**config.mk**
```make
export PLATFORM = sky130hd
export DESIGN_NAME = simon_block_feeder
export DESIGN_NICKNAME = d
export VERILOG_FILES = /design/src/rtl/simon_block_feeder.sv
export SDC_FILE = /design/constraint.sdc
export NUM_CORES = 1
export LEC_CHECK = 0
export BUFFER_PORTS_ARGS = -buffer_cell sky130_fd_sc_hd__buf_2
export CELL_PAD_IN_SITES_DETAIL_PLACEMENT = 1
export CELL_PAD_IN_SITES_GLOBAL_PLACEMENT = 2
export CORE_AREA = 10 10 262 264
export DETAILED_ROUTE_END_ITERATION = 12
export DIE_AREA = 0 0 272 274
export GPL_TIMING_DRIVEN = 1
export HOLD_SLACK_MARGIN = 0.15
export PLACE_DENSITY_LB_ADDON = 0.1
export SLEW_MARGIN = 10
export SYNTH_ARGS = -nofsm -noshare
export SYNTH_HDL_FRONTEND = slang
export SYNTH_SLANG_ARGS = --single-unit
```
**constraint.sdc**
```tcl
create_clock -name clk -period 3.3 [get_ports clk]
set_input_delay 0 -clock clk [delete_from_list [all_inputs] [get_ports clk]]
set_output_delay 0 -clock clk [all_outputs]
set_load 0.02 [all_outputs]
```
**src/rtl/simon_block_feeder.sv**
```systemverilog
// simon_block_feeder: streaming front/back-end for a pipelined SIMON32/64 core.
// Buffers {key, plaintext} pairs in an input FIFO and issues them to the core as
// one-cycle load pulses. A tag pipeline tracks every block in flight, and the
// core's ciphertext is captured into an output FIFO. Issue is credit-gated so
// that captured ciphertext can never overflow the output FIFO.
// Optional feature: define SIMON_FEEDER_STATS_EN to add the blocks_done counter.
module simon_block_feeder #(
  parameter int unsigned IN_DEPTH     = 4,
  parameter int unsigned OUT_DEPTH    = 4,
  parameter int unsigned CORE_LATENCY = 2
) (
  input  logic        clk,
  input  logic        rst,
  input  logic        in_valid,
  output logic        in_ready,
  input  logic [31:0] in_plaintext,
  input  logic [63:0] in_key,
  output logic        core_load,
  output logic [31:0] core_plaintext,
  output logic [63:0] core_key,
  input  logic [31:0] core_ciphertext,
  output logic        out_valid,
  input  logic        out_ready,
  output logic [31:0] out_ciphertext,
`ifdef SIMON_FEEDER_STATS_EN
  output logic [15:0] blocks_done,
`endif
  output logic        busy
);

  localparam int unsigned InAw  = $clog2(IN_DEPTH);
  localparam int unsigned OutAw = $clog2(OUT_DEPTH);
  localparam int unsigned TagW  = CORE_LATENCY + 1;
  localparam logic [InAw:0] InFull = (InAw + 1)'(IN_DEPTH);

  logic [95:0]      in_mem_q [IN_DEPTH];
  logic [InAw-1:0]  in_wptr_q, in_wptr_d, in_rptr_q, in_rptr_d;
  logic [InAw:0]    in_count_q, in_count_d;
  logic             in_ready_q, in_ready_d;

  logic             core_load_q, core_load_d;
  logic [31:0]      core_pt_q, core_pt_d;
  logic [63:0]      core_key_q, core_key_d;
  logic [TagW-1:0]  tag_q, tag_d;

  logic [31:0]      out_mem_q [OUT_DEPTH];
  logic [OutAw-1:0] out_wptr_q, out_wptr_d, out_rptr_q, out_rptr_d;
  logic [OutAw:0]   out_count_q, out_count_d;

`ifdef SIMON_FEEDER_STATS_EN
  logic [15:0]      blocks_done_q, blocks_done_d;
`endif

  logic [31:0] inflight;
  logic        push, issue, capture, pop;

  // Blocks in flight: the pending load pulse plus every set tag.
  always_comb begin
    inflight = 32'(core_load_q);
    for (int i = 0; i < TagW; i++) begin
      inflight = inflight + 32'(tag_q[i]);
    end
  end

  // Credit check ignores a same-cycle pop, so it can only under-issue.
  assign push    = in_valid & in_ready_q;
  assign issue   = (in_count_q != '0) && ((32'(out_count_q) + inflight) < OUT_DEPTH);
  assign capture = tag_q[TagW-1];
  assign pop     = out_valid & out_ready;

  // Next-state for pointers, counters, issue registers and the tag pipeline.
  always_comb begin
    in_wptr_d   = in_wptr_q;
    in_rptr_d   = in_rptr_q;
    in_count_d  = in_count_q;
    out_wptr_d  = out_wptr_q;
    out_rptr_d  = out_rptr_q;
    out_count_d = out_count_q;
    core_pt_d   = core_pt_q;
    core_key_d  = core_key_q;
    core_load_d = issue;
    tag_d       = {tag_q[TagW-2:0], core_load_q};

    if (push) in_wptr_d = in_wptr_q + InAw'(1);
    if (issue) begin
      in_rptr_d  = in_rptr_q + InAw'(1);
      core_pt_d  = in_mem_q[in_rptr_q][31:0];
      core_key_d = in_mem_q[in_rptr_q][95:32];
    end
    if (push && !issue)      in_count_d = in_count_q + (InAw + 1)'(1);
    else if (!push && issue) in_count_d = in_count_q - (InAw + 1)'(1);
    // Registered so in_ready never depends combinationally on issue.
    in_ready_d = (in_count_d != InFull);

    if (capture) out_wptr_d = out_wptr_q + OutAw'(1);
    if (pop)     out_rptr_d = out_rptr_q + OutAw'(1);
    if (capture && !pop)      out_count_d = out_count_q + (OutAw + 1)'(1);
    else if (!capture && pop) out_count_d = out_count_q - (OutAw + 1)'(1);
  end

`ifdef SIMON_FEEDER_STATS_EN
  // Output handshake counter, wraps naturally at 16 bits.
  always_comb begin
    blocks_done_d = blocks_done_q;
    if (pop) blocks_done_d = blocks_done_q + 16'd1;
  end
`endif

  // State registers; reset discards every buffered and in-flight block.
  always_ff @(posedge clk or negedge rst) begin
    if (!rst) begin
      in_wptr_q   <= '0;
      in_rptr_q   <= '0;
      in_count_q  <= '0;
      in_ready_q  <= 1'b0;
      core_load_q <= 1'b0;
      core_pt_q   <= '0;
      core_key_q  <= '0;
      tag_q       <= '0;
      out_wptr_q  <= '0;
      out_rptr_q  <= '0;
      out_count_q <= '0;
`ifdef SIMON_FEEDER_STATS_EN
      blocks_done_q <= '0;
`endif
    end else begin
      in_wptr_q   <= in_wptr_d;
      in_rptr_q   <= in_rptr_d;
      in_count_q  <= in_count_d;
      in_ready_q  <= in_ready_d;
      core_load_q <= core_load_d;
      core_pt_q   <= core_pt_d;
      core_key_q  <= core_key_d;
      tag_q       <= tag_d;
      out_wptr_q  <= out_wptr_d;
      out_rptr_q  <= out_rptr_d;
      out_count_q <= out_count_d;
`ifdef SIMON_FEEDER_STATS_EN
      blocks_done_q <= blocks_done_d;
`endif
    end
  end

  // FIFO storage; output entries are cleared so an empty FIFO reads zero.
  always_ff @(posedge clk or negedge rst) begin
    if (!rst) begin
      for (int i = 0; i < IN_DEPTH; i++) in_mem_q[i] <= '0;
      for (int i = 0; i < OUT_DEPTH; i++) out_mem_q[i] <= '0;
    end else begin
      if (push)    in_mem_q[in_wptr_q] <= {in_key, in_plaintext};
      if (capture) out_mem_q[out_wptr_q] <= core_ciphertext;
    end
  end

  assign in_ready       = in_ready_q;
  assign core_load      = core_load_q;
  assign core_plaintext = core_pt_q;
  assign core_key       = core_key_q;
  assign out_valid      = (out_count_q != '0);
  assign out_ciphertext = out_mem_q[out_rptr_q];
  assign busy           = (in_count_q != '0) || (inflight != 32'd0) || (out_count_q != '0);
`ifdef SIMON_FEEDER_STATS_EN
  assign blocks_done    = blocks_done_q;
`endif

endmodule

```
==> impl_metrics.json <==
{
  "critPathKind": "reg -> reg",
  "slew_headroom_pct": 50.75,
  "post_cts_repair_resize_count": 0,
  "yosysTopAreaCell": "sky130_fd_sc_hd__dfrtp_1",
  "synth.distinct_cells": 38,
  "i_o_pin_count": 264,
  "core_region_area_um2": 63650,
  "timing.final.hold_violations": 0,
  "antenna_found_initial": 9,
  "vdd_ir_drop_max_v": 0.0006767,
  "final_net_count": 2303,
  "power.density_nw_per_um2": 1143,
  "weighted_congestion_at_the_end_of_routability_driven_global_placement": 0.7120,
  "reg2regPathDepth": 12,
  "number_of_h_tree_levels": 3,
  "synthesis.instances": 1747,
  "synth_edf_count": 0,
  "insertion_delay_of_the_later_clocked_pin_in_the_worst_skew_pair_ns": 0.59,
  "cp_max_fanout": 24,
  "yosys-top-cells-area": "sky130_fd_sc_hd__dfrtp_1 58%, sky130_fd_sc_hd__mux2_2 15%, sky130_fd_sc_hd__mux4_2 11%",
  "cts_tree": "yes",
  "worst_ep_required_time_ns": 3.83,
  "grt_pass1_wl_mm": 106.9,
  "cts_setup_buffers": 0,
  "detailedRoute.firstPassIterationCount": 6,
  "sequentialPowerShare_pct": 37.0,
  "drt-vias-per-instance": 5.166,
  "fp.dieArea_um2": 74530,
  "std_cell_rows": 93,
  "timing.hold.ws_ns": 0.1842,
  "globalRouteTotalUtil_pct": 18.37,
  "hold_buffers": 132,
  "synth_top_cell_area_share_pct": 58.33,
  "synth.cell_area_um2": 26900,
  "grt_pass1_vias": 18110,
  "clock_period_minus_worst_slack_ns": 3.052,
  "setup_viol": 0,
  "largest_net_degree_at_the_start_of_global_routing": 95,
  "report.final.slew_viol_count": 0,
  "status": "complete, no violations",
  "cts_root_buf": "sky130_fd_sc_hd__clkbuf_16",
  "tritoncts.num_buffers": 71,
  "share_comb_of_total_power_pct": 41.3,
  "setup_repair_after_global_routing_missed_its_margin": "no",
  "drcViolationCount": 0,
  "wl_per_cell_um": 22.13,
  "routed_wl_mm": 67.77,
  "grt.overflow.total": 0,
  "sw_frac_of_total_pct": 34.76,
  "min_delay_worst_type": "in -> async",
  "die_h_um": 274,
  "worst_setup_hold_path_clk_slew_ns": 0.06,
  "preCtsSetupSlack_ns": 0.1710,
  "fin_setup_tns_ns": 0,
  "startpoint_type": "register",
  "max-clock-path-buffers": 3,
  "max_cap_viol_count": 0,
  "yosys_warnings": 0,
  "power_leakage_nw": 14.99,
  "max_freq_ghz": 0.3277,
  "post_route_cells_drive_above_1_share_pct": 43.01,
  "synth_flop_cell": "sky130_fd_sc_hd__dfrtp_1",
  "buffer_ports.inserted": 263,
  "critPathArrivalTime_ns": 3.58,
  "die-width_um": 272,
  "worst_slew_pin_slew_ns": 0.7387,
  "clock-skew-final_ns": 0.01433,
  "timing.final.crit_share_pct": 92.48,
  "critPathCaptureType": "register",
  "area_growth_pct": 22.70,
  "avgSynthCellArea_um2": 15.40,
  "antenna_left": 0,
  "initial_utilization_pct": 42.26,
  "internal_power_mw": 24.61,
  "syn_nets": 1897,
  "cts_num_sinks": 627,
  "worst_setup_margin_ns": 0.2481,
  "switchingPower_mw": 13.11,
  "yosys_register_bits": 627,
  "drt_first_iter_violations": 650,
  "clockPowerShare_pct": 21.7,
  "via_count": 15820,
  "yosysSeqAreaShare_pct": 58.33,
  "dpl.hpwl_mm": 41.95,
  "synthArstFlopShare_pct": 100.0
}
-- cell usage after synthesis (2+ instances only) --
cell,number
sky130_fd_sc_hd__dfrtp_1,627
sky130_fd_sc_hd__mux2_2,353
sky130_fd_sc_hd__nand2_1,299
sky130_fd_sc_hd__mux4_2,128
sky130_fd_sc_hd__mux2_1,124
sky130_fd_sc_hd__buf_2,59
sky130_fd_sc_hd__mux2_4,36
sky130_fd_sc_hd__buf_6,24
sky130_fd_sc_hd__clkbuf_1,17
sky130_fd_sc_hd__ha_1,16
sky130_fd_sc_hd__inv_1,14
sky130_fd_sc_hd__xnor2_1,8
sky130_fd_sc_hd__nand2_2,4
sky130_fd_sc_hd__or3_1,4
sky130_fd_sc_hd__buf_4,3
sky130_fd_sc_hd__nand3_1,3
sky130_fd_sc_hd__o21ai_0,3
sky130_fd_sc_hd__xor2_1,3
sky130_fd_sc_hd__fa_1,2
sky130_fd_sc_hd__nor2_1,2
-- metrics by stage --
stage	area, um^2	utilization (%)	cells	total power, mW
floorplan	26900	-	1747	24.90
global placement	29220	45.90	2803	29.26
detailed placement	29220	45.90	2803	29.97
CTS	32990	51.84	3057	38.50
global route	33010	51.86	3062	40.40
finish	33010	51.86	3062	37.73
-- power groups by stage --
stage / logic [mW] / clock network (mW) / registers, mW
3_5_place_dp: 15.9 / 0 / 14.1
5_1_grt: 17.1 / 8.82 / 14.5
6_report: 15.6 / 8.18 / 14.0
2_1_floorplan: 11.1 / 0 / 13.8
3_3_place_gp: 15.4 / 0 / 13.9
4_1_cts: 16.0 / 8.44 / 14.0
-- final cells by class --
cell class                 count  area (um^2)
timing repair buffer         438         3213
clock buffer                 103         2140
clock inverter                19        297.8
antenna                        5        12.51
inverter                      15        58.81
sequential                   627        15700
multi-input combinational   1000        10520
fill                        6189        30640
tap                          855         1070
-- path summary, 6_finish.rpt --
kind	start	slack (ns)	endpoint
max in group asynchronous	rst	2.47	in_mem_q[117]
setup / recovery	core_load	0.25	core_plaintext[7]
hold / removal	rst	0.18	core_key[46]
min in group clk	in_key[62]	0.20	in_mem_q[382]
setup reg to reg	core_load	0.25	core_plaintext[7]
hold reg to reg	tag_q[1]	0.39	tag_q[2]
-- cells by family after synthesis --
kind of cell	Yosys count	synth area share [%]
buf+inv	120	2.721
xor+xnor	11	0.3582
compound gates	10	0.2837
fa+ha+maj	18	0.8930
mux	642	32.73
flops	627	58.33
simple gates	319	4.688
-- state kept, by name (all words and copies together), names as in the netlist --
register        count
in_mem_q          384
out_mem_q         128
core_key           64
core_plaintext     32
in_count_q          3
out_count_q         3
tag_q               3
in_rptr_q           2
in_wptr_q           2
out_rptr_q          2
out_wptr_q          2
core_load           1
in_ready            1
-- critical path: stages (launching register included) --
cell and delay, ns:
sky130_fd_sc_hd__dfrtp_1 0.37, sky130_fd_sc_hd__inv_1 0.07, sky130_fd_sc_hd__fa_1 0.53, sky130_fd_sc_hd__inv_1 0.04, sky130_fd_sc_hd__ha_1 0.17, sky130_fd_sc_hd__ha_1 0.20
sky130_fd_sc_hd__ha_1 0.31, sky130_fd_sc_hd__nor3_4 0.28, sky130_fd_sc_hd__nand3_4 0.17, sky130_fd_sc_hd__inv_4 0.25, sky130_fd_sc_hd__buf_4 0.39, sky130_fd_sc_hd__nand2_1 0.12
sky130_fd_sc_hd__nand2_1 0.07
-- layer usage --
metal  vias up  wire [um]  track usage [%]
met4         8       1401            5.132
met1      8418      28690            22.91
met5         -         42                0
met2       246      34890            32.32
li1       7048          -                -
met3        98       2741            3.345
-- layout by cell type, fill, tap and decap left out, drive strengths merged, types with 2 or more instances in the layout --
| master | synthesis | layout |
|---|---|---|
| buf | 88 | 307 |
| bufinv | 0 | 8 |
| clkbuf | 17 | 103 |
| clkinv | 0 | 10 |
| dfrtp | 627 | 627 |
| diode | 0 | 5 |
| dlygate4sd3 | 0 | 131 |
| fa | 2 | 2 |
| ha | 16 | 16 |
| inv | 15 | 15 |
| mux2 | 513 | 513 |
| mux4 | 128 | 128 |
| nand2 | 303 | 303 |
| nand3 | 4 | 4 |
| nor2 | 2 | 2 |
| nor3 | 2 | 2 |
| o21ai | 3 | 3 |
| or3 | 4 | 4 |
| xnor2 | 8 | 8 |
| xor2 | 3 | 3 |
No activity file was read; power rests on OpenSTA's default activity.
